==> src/rtl/dmem_pkg.sv <==
// Shared constants, arbiter state encoding and port indices for the dmem arbiter.
package dmem_pkg;

  localparam int AW = 12;
  localparam int DW = 32;

  typedef enum logic {
    ARB_IDLE  = 1'b0,
    ARB_LOCK1 = 1'b1
  } arb_state_e;

  localparam logic PORT_CPU = 1'b0;
  localparam logic PORT_AUX = 1'b1;

endpackage

==> src/rtl/dmem_arbiter_if.sv <==
// Requester and dmem-side bus of the arbiter; the slave modport is the arbiter's view.
interface dmem_arbiter_if #(
  parameter int AW = dmem_pkg::AW,
  parameter int DW = dmem_pkg::DW
);
  logic          req0, req1;
  logic          we0, we1;
  logic [AW-1:0] addr0, addr1;
  logic [DW-1:0] wdata0, wdata1;
  logic          lock1;
  logic          gnt0, gnt1;
  logic          rvalid0, rvalid1;
  logic [DW-1:0] rdata;
  logic [AW-1:0] address_dmem;
  logic [DW-1:0] data;
  logic          wren;
  logic [DW-1:0] q_dmem;

  // Handshake: a requester holds req with addr/we/wdata until it sees gnt high in the
  // same cycle; the access is accepted on the clock edge that ends a req&gnt cycle.
  // A read accepted in cycle t has rvalid high with rdata in cycle t+1 only.
  modport slave (
    input  req0, req1, we0, we1, addr0, addr1, wdata0, wdata1, lock1, q_dmem,
    output gnt0, gnt1, rvalid0, rvalid1, rdata, address_dmem, data, wren
  );

  modport master (
    output req0, req1, we0, we1, addr0, addr1, wdata0, wdata1, lock1, q_dmem,
    input  gnt0, gnt1, rvalid0, rvalid1, rdata, address_dmem, data, wren
  );
endinterface

==> src/rtl/dmem_arb_rr_pick.sv <==
// Two-input picker: onehot grant from two requests. Round-robin on conflict when
// DMEM_ARB_RR_EN is defined, otherwise port 0 always wins conflicts.
module dmem_arb_rr_pick
  import dmem_pkg::*;
(
  input  logic       req0,
  input  logic       req1,
  input  logic       last_winner,
  output logic [1:0] gnt
);

`ifndef DMEM_ARB_RR_EN
  logic unused_last_winner;
  assign unused_last_winner = last_winner;
`endif

  always_comb begin
    gnt = 2'b00;
    if (req0 && req1) begin
`ifdef DMEM_ARB_RR_EN
      // The port that did not win last time takes the conflict.
      if (last_winner == PORT_CPU) gnt = 2'b10;
      else                         gnt = 2'b01;
`else
      gnt = 2'b01;
`endif
    end else if (req0) begin
      gnt = 2'b01;
    end else if (req1) begin
      gnt = 2'b10;
    end
  end

endmodule

==> src/rtl/dmem_arbiter.sv <==
// Single-port dmem arbiter between the processor (port 0) and an auxiliary master (port 1)
// with a port-1 burst lock. Arbitration policy selected by DMEM_ARB_RR_EN.
module dmem_arbiter
  import dmem_pkg::*;
(
  input  logic           clock,
  input  logic           reset,
  dmem_arbiter_if.slave  bus,
  output arb_state_e     dbg_state
);

  arb_state_e state_q, state_d;
  logic       last_winner_q, last_winner_d;
  logic       rvalid0_q, rvalid0_d;
  logic       rvalid1_q, rvalid1_d;
  logic [1:0] pick_gnt;
  logic       gnt0, gnt1;

  dmem_arb_rr_pick u_pick (
    .req0        (bus.req0),
    .req1        (bus.req1),
    .last_winner (last_winner_q),
    .gnt         (pick_gnt)
  );

  // No grants while reset is asserted, so nothing is accepted in a reset cycle.
  always_comb begin
    gnt0 = 1'b0;
    gnt1 = 1'b0;
    if (!reset) begin
      if (state_q == ARB_LOCK1) begin
        gnt1 = bus.req1;
      end else begin
        gnt0 = pick_gnt[0];
        gnt1 = pick_gnt[1];
      end
    end
  end

  always_comb begin
    bus.address_dmem = '0;
    bus.data         = '0;
    bus.wren         = 1'b0;
    if (gnt0) begin
      bus.address_dmem = bus.addr0;
      bus.data         = bus.wdata0;
      bus.wren         = bus.we0;
    end else if (gnt1) begin
      bus.address_dmem = bus.addr1;
      bus.data         = bus.wdata1;
      bus.wren         = bus.we1;
    end
  end

  // Lock is held exactly while port 1 keeps both req1 and lock1 high on granted cycles.
  always_comb begin
    state_d       = (gnt1 && bus.lock1) ? ARB_LOCK1 : ARB_IDLE;
    last_winner_d = last_winner_q;
    if (gnt0) last_winner_d = PORT_CPU;
    if (gnt1) last_winner_d = PORT_AUX;
    rvalid0_d = gnt0 && !bus.we0;
    rvalid1_d = gnt1 && !bus.we1;
  end

  always_ff @(posedge clock) begin
    if (reset) begin
      state_q       <= ARB_IDLE;
      last_winner_q <= PORT_AUX;
      rvalid0_q     <= 1'b0;
      rvalid1_q     <= 1'b0;
    end else begin
      state_q       <= state_d;
      last_winner_q <= last_winner_d;
      rvalid0_q     <= rvalid0_d;
      rvalid1_q     <= rvalid1_d;
    end
  end

  assign bus.gnt0    = gnt0;
  assign bus.gnt1    = gnt1;
  assign bus.rvalid0 = rvalid0_q;
  assign bus.rvalid1 = rvalid1_q;
  assign bus.rdata   = bus.q_dmem;
  assign dbg_state   = state_q;

endmodule

==> src/flat_wrapper.sv <==
// flat-port wrapper written by rule: the top's interface ports become plain ports
module dmem_arbiter_flat import dmem_pkg::*;
  (clock, reset, dbg_state, bus_req0, bus_req1, bus_we0, bus_we1, bus_addr0, bus_addr1, bus_wdata0, bus_wdata1, bus_lock1, bus_q_dmem, bus_gnt0, bus_gnt1, bus_rvalid0, bus_rvalid1, bus_rdata, bus_address_dmem, bus_data, bus_wren);
  dmem_arbiter_if bus_i ();
  input  logic clock;
  input  logic reset;
  output arb_state_e dbg_state;
  input wire logic [$bits(bus_i.req0)-1:0] bus_req0;
  input wire logic [$bits(bus_i.req1)-1:0] bus_req1;
  input wire logic [$bits(bus_i.we0)-1:0] bus_we0;
  input wire logic [$bits(bus_i.we1)-1:0] bus_we1;
  input wire logic [$bits(bus_i.addr0)-1:0] bus_addr0;
  input wire logic [$bits(bus_i.addr1)-1:0] bus_addr1;
  input wire logic [$bits(bus_i.wdata0)-1:0] bus_wdata0;
  input wire logic [$bits(bus_i.wdata1)-1:0] bus_wdata1;
  input wire logic [$bits(bus_i.lock1)-1:0] bus_lock1;
  input wire logic [$bits(bus_i.q_dmem)-1:0] bus_q_dmem;
  output wire logic [$bits(bus_i.gnt0)-1:0] bus_gnt0;
  output wire logic [$bits(bus_i.gnt1)-1:0] bus_gnt1;
  output wire logic [$bits(bus_i.rvalid0)-1:0] bus_rvalid0;
  output wire logic [$bits(bus_i.rvalid1)-1:0] bus_rvalid1;
  output wire logic [$bits(bus_i.rdata)-1:0] bus_rdata;
  output wire logic [$bits(bus_i.address_dmem)-1:0] bus_address_dmem;
  output wire logic [$bits(bus_i.data)-1:0] bus_data;
  output wire logic [$bits(bus_i.wren)-1:0] bus_wren;
  assign bus_i.req0 = bus_req0;
  assign bus_i.req1 = bus_req1;
  assign bus_i.we0 = bus_we0;
  assign bus_i.we1 = bus_we1;
  assign bus_i.addr0 = bus_addr0;
  assign bus_i.addr1 = bus_addr1;
  assign bus_i.wdata0 = bus_wdata0;
  assign bus_i.wdata1 = bus_wdata1;
  assign bus_i.lock1 = bus_lock1;
  assign bus_i.q_dmem = bus_q_dmem;
  assign bus_gnt0 = bus_i.gnt0;
  assign bus_gnt1 = bus_i.gnt1;
  assign bus_rvalid0 = bus_i.rvalid0;
  assign bus_rvalid1 = bus_i.rvalid1;
  assign bus_rdata = bus_i.rdata;
  assign bus_address_dmem = bus_i.address_dmem;
  assign bus_data = bus_i.data;
  assign bus_wren = bus_i.wren;
  dmem_arbiter u_core (.clock(clock), .reset(reset), .bus(bus_i), .dbg_state(dbg_state));
endmodule
==> config.mk <==
export PLATFORM = sky130hd
export DESIGN_NAME = dmem_arbiter_flat
export DESIGN_NICKNAME = d
export VERILOG_FILES = /design/src/rtl/dmem_pkg.sv /design/src/rtl/dmem_arbiter_if.sv /design/src/rtl/dmem_arb_rr_pick.sv /design/src/rtl/dmem_arbiter.sv /design/src/flat_wrapper.sv
export SDC_FILE = /design/constraint.sdc
export NUM_CORES = 1
export LEC_CHECK = 0
export CAP_MARGIN = 20
export CORE_AREA = 2 2 81 83
export DETAILED_ROUTE_END_ITERATION = 12
export DIE_AREA = 0 0 83 85
export GPL_ROUTABILITY_DRIVEN = 0
export GPL_TIMING_DRIVEN = 0
export HOLD_SLACK_MARGIN = 0.06
export PLACE_DENSITY = 0.89
export SKIP_CTS_REPAIR_TIMING = 1
export SYNTH_ARGS = -nofsm -noshare
export SYNTH_HDL_FRONTEND = slang
export SYNTH_SLANG_ARGS = --single-unit
==> constraint.sdc <==
create_clock -name clock -period 1 [get_ports clock]
set_input_delay 0.2 -clock clock [delete_from_list [all_inputs] [get_ports clock]]
set_output_delay 0.2 -clock clock [all_outputs]
set_load 0.01 [all_outputs]
---- Word-level counts from Yosys, hierarchy flattened ----
Cells that the tools add are included.
word-level totals
  bits in registers ....................... 3
  input bits .............................. 127
  logic and storage cells ................. 23
operators by class
  multiplexer cells ....................... 14
  reductions and logical operators ........ 6
operator list
  cell               number
  $mux 32            2
  $mux 12            2
  $mux 1             7
  $mux 2             3
  $logic_and 1x1->1  4
  $logic_not 1->1    2

---- Depth between registers and ports, before layout ----
  depth after elaboration ................. 7
  depth in mapped cells ................... 5

---- Hierarchy ----
A second synthesis with hierarchy kept.
unflattened totals
  cell total of the unflattened synthesis .. 106
  area, all modules ....................... 888.4 sq um
by module, submodules not included
  module            instances  cells an instance  area an instance (sq um)
  dmem_arbiter      1          104                878.3
  dmem_arb_rr_pick  1          2                  10.0

---- Least setup slack after synthesis ----
OpenSTA, ideal clock, no wires.
  path kind ............................... reg-to-output
  from .................................... register u_core.state_q (netlist: u_core.dbg_state)
  to ...................................... output port bus_data[23]
  arrival ................................. 1.101 ns
  required time ........................... 0.800 ns
  setup slack ............................. -0.301 ns
  cell stages (with the launch flop) ...... 6
  cell sequence ........................... dfxtp_1 -> nand2b_1 -> buf_4 -> buf_4 -> nand3_1 -> a21oi_1
on the way
  word-level cells in the longest chain between the ends .. 4
RTL lines
  what                    line                source
  start, declared         dmem_arbiter.sv:12  arb_state_e state_q, state_d;
  start signal, assigned  dmem_arbiter.sv:72  state_q <= state_d;
  $mux 1                  dmem_arbiter.sv:31  if (state_q == ARB_LOCK1) begin
  $mux 1                  dmem_arbiter.sv:30  if (!reset) begin
  $mux 32                 dmem_arbiter.sv:48  end else if (gnt1) begin
  $mux 32 *               dmem_arbiter.sv:44  if (gnt0) begin
  end, declared           flat_wrapper.sv:24  output wire logic [$bits(bus_i.data)-1:0] bus_data;
Mark *: on every way between the ends. The rest lies on a longest branch, timed or not.

---- Final worst setup path ----
  from .................................... register u_core.state_q (netlist: u_core.dbg_state)
  to ...................................... output port bus_gnt1
on the way
  word-level cells in the longest chain between the ends .. 2
RTL lines
  what           line                source
  $mux 1         dmem_arbiter.sv:31
  $mux 1         dmem_arbiter.sv:30
  end, declared  flat_wrapper.sv:19  output wire logic [$bits(bus_i.gnt1)-1:0] bus_gnt1;
No other way between the ends.

==> results.md <==
- Tcrit/Tclk final: 158.3%
- Max Slew Vio Count: 0
- Status: finished with violations
- Syn Area/Cell: 5.519 µm²
- Core area: 0.006205 mm²
- Synth Register Bits: 3
- GRT Total Usage: 16.12%
- Hold worst-path end: u_core.bus.rvalid1$_SDFF_PP0_
- Critical Path Sink Type: output port
- Share of the synthesized area in the top cell type: 28.31%
- Vias per cell: 4.469
- Starting DRT DRC Count: 31
- I/O Pins: 209
- Clock Tree Buf Depth: 2
- Cell taking the most area after synthesis: buf_4
- DR vias: 2060
- Number of synthesized flops with an enable pin: 0
- First-pass GRT wire length: 9549 µm
- Diode count: 0
- Synth unique cells: 13
- ANT nets after route: 0
- Share of cells above drive strength 1: 44.01%
- Initial Util: 17.52%
- Peak supply drop: 445.6 µV
- Commonest cells in the netlist: 45 x a21oi_1, 45 x nand2_1, 45 x nand3_1
- Tmin final: 1583 ps
- R2R cell count: 6
- Synth Cell Area: 0.001087 mm²
- Total CTS buffers: 3
- Total die area: 0.007055 mm²
- Reg2Reg Capture Point: u_core.bus.rvalid1$_SDFF_PP0_
- Hold path depth: 3
- Area Growth Syn to Fin: 211.5%
- Critical path launch point type: flip-flop
- Final core occ: 54.59%
- Post-Synthesis Net Count: 324
- Kind of critical path: flip-flop to output port
- First drt pass iteration count: 4
- Clock transition at path regs: 30 ps
- Main synth FF type: dfxtp_1
- Skew-Pair Late Insertion Delay: 210 ps
- Routed WL: 6548 µm
- Avg WL per Cell: 14.20 µm
- CTS tree: yes
- Root buffer cell: clkbuf_8
- Pwr dens: 547.1 mW/mm²
- Largest net degree at the start of global routing: 11
- Die H: 85 µm
- Vias in the first global route: 2064
- Post-route cell area: 0.003387 mm²
- Total grt overflow: 0
- Cell leakage power: 1.831 nW
- Max Cap Viol: 0
- Critical hold path startpoint: bus_req1
- R2R Setup Slk: -220 ps
- Placement Setup Slack: -1271 ps
- Initial antenna violation count: 0
- H-tree levels: 1
- Failing checks: negative setup slack
- Nets@finish: 512
- Mapped Cells: 197
- Asr flop ratio synth: 0%
- Actual slew at the worst max-slew pin: 277.1 ps
- Site row count: 29
- Ys Warns: 0
- IO buf count: 175
- Synth area leaders: buf_4 28%, a21oi_1 21%, nand3_1 21%
- Max Freq: 631.8 MHz
- Crit path max fanout: 8
- Final Hold Violating Endpoints: 0
- Overall Power: 1.853 mW
- Clock skew: 2.391 ps
- Die width: 83 µm
- Setup ws final: -582.7 ps
- Worst hold path type: primary input to flip-flop
- CTS Sinks: 3
- Setup-failing EPs final: 49
- Part of the Yosys area used for sequential elements: 5.524%
- RSZ-0062 raised after global routing: true
- Required time at the endpoint of the critical path: 800 ps
- Post-DP Area: 0.003128 mm²
- CP arrival: 1380 ps
- Max_slew headroom: 81.53%
- DRC: 0
- Post-DP HPWL: 5202 µm
- Reg-to-reg startpoint: u_core.dbg_state$_SDFF_PP0_
[worst max path at each step]
stage	start	to	cells after the start
floorplan	u_core.dbg_state$_SDFF_PP0_	bus_data[23]	5
global placement	bus_req0	bus_data[15]	7
detailed placement	bus_req0	bus_data[3]	7
CTS	bus_req0	bus_data[15]	7
global route	u_core.dbg_state$_SDFF_PP0_	bus_data[0]	5
finish	u_core.dbg_state$_SDFF_PP0_	bus_gnt1	6
[final cells by class]
| cell class | count | area (µm²) |
|---|---|---|
| fillers | 558 | 2818 |
| multi-input cells | 142 | 944.7 |
| repair buffers | 183 | 1788 |
| plain buffers | 52 | 451.7 |
| flip-flops and latches | 3 | 61.31 |
| well taps | 77 | 96.34 |
| clock buffers | 4 | 45.04 |
[power breakdown]
part           total, mW  leakage (nW)  switching, mW  internal, mW
sequential         0.127        0.0249        0.00191         0.125
clock              0.349        0.0228         0.0773         0.272
combinational       1.38          1.78          0.544         0.834
[routing by layer]
| layer | global-route usage [%] | wire length [µm] |
|---|---|---|
| met1 | 17.87 | 2412 |
| met2 | 31.74 | 3595 |
| met3 | 2.432 | 442 |
| met4 | 4.322 | 97 |
| met5 | 0 | 0 |
[metrics by stage]
step,hold WS [ps],cells,setup TNS (ps)
6_report,542.5,461,-25460
3_3_place_gp,748.2,449,-56440
3_5_place_dp,761.8,449,-58300
4_1_cts,536.2,453,-58480
5_1_grt,556.4,461,-28680
2_1_floorplan,271.6,197,-6978
[placed cells by master, fill, tap and decap left out, types with 2 or more instances in the layout]
cell / Yosys / layout
clkdlybuf4s50_1: 0 / 95
a21oi_2: 0 / 45
dlymetal6s2s_1: 0 / 43
buf_4: 41 / 38
nand2_1: 45 / 38
buf_2: 10 / 36
nand3_1: 45 / 33
nand3_2: 0 / 10
buf_6: 0 / 8
nand2_2: 0 / 7
clkbuf_2: 0 / 6
buf_8: 0 / 5
clkbuf_8: 0 / 3
buf_12: 0 / 2
nand3_4: 0 / 2
clkbuf_16: 0 / 2
dfxtp_1: 3 / 2
[worst max-delay path, cell delays in order, from the launching register on]
cell      delay, ps
dfxtp_2         350
nor2b_4          40
buf_6           130
buf_4           140
buf_4           120
nor3b_2         210
clkbuf_2        170
[logic make-up (layout without fill, tap and decap cells)]
logic type | after synthesis | in the layout | synth area share [%]
buf+inv | 52 | 239 | 33.26
simple gates | 97 | 97 | 40.51
compound gates | 45 | 45 | 20.71
flops | 3 | 3 | 5.524
[state kept, by name (all words and copies together), names as in the netlist]
register / cells
u_core.bus.rvalid1: 1
u_core.bus.rvalid0: 1
u_core.dbg_state: 1
Note: power is estimated with default switching activity, not from simulation.
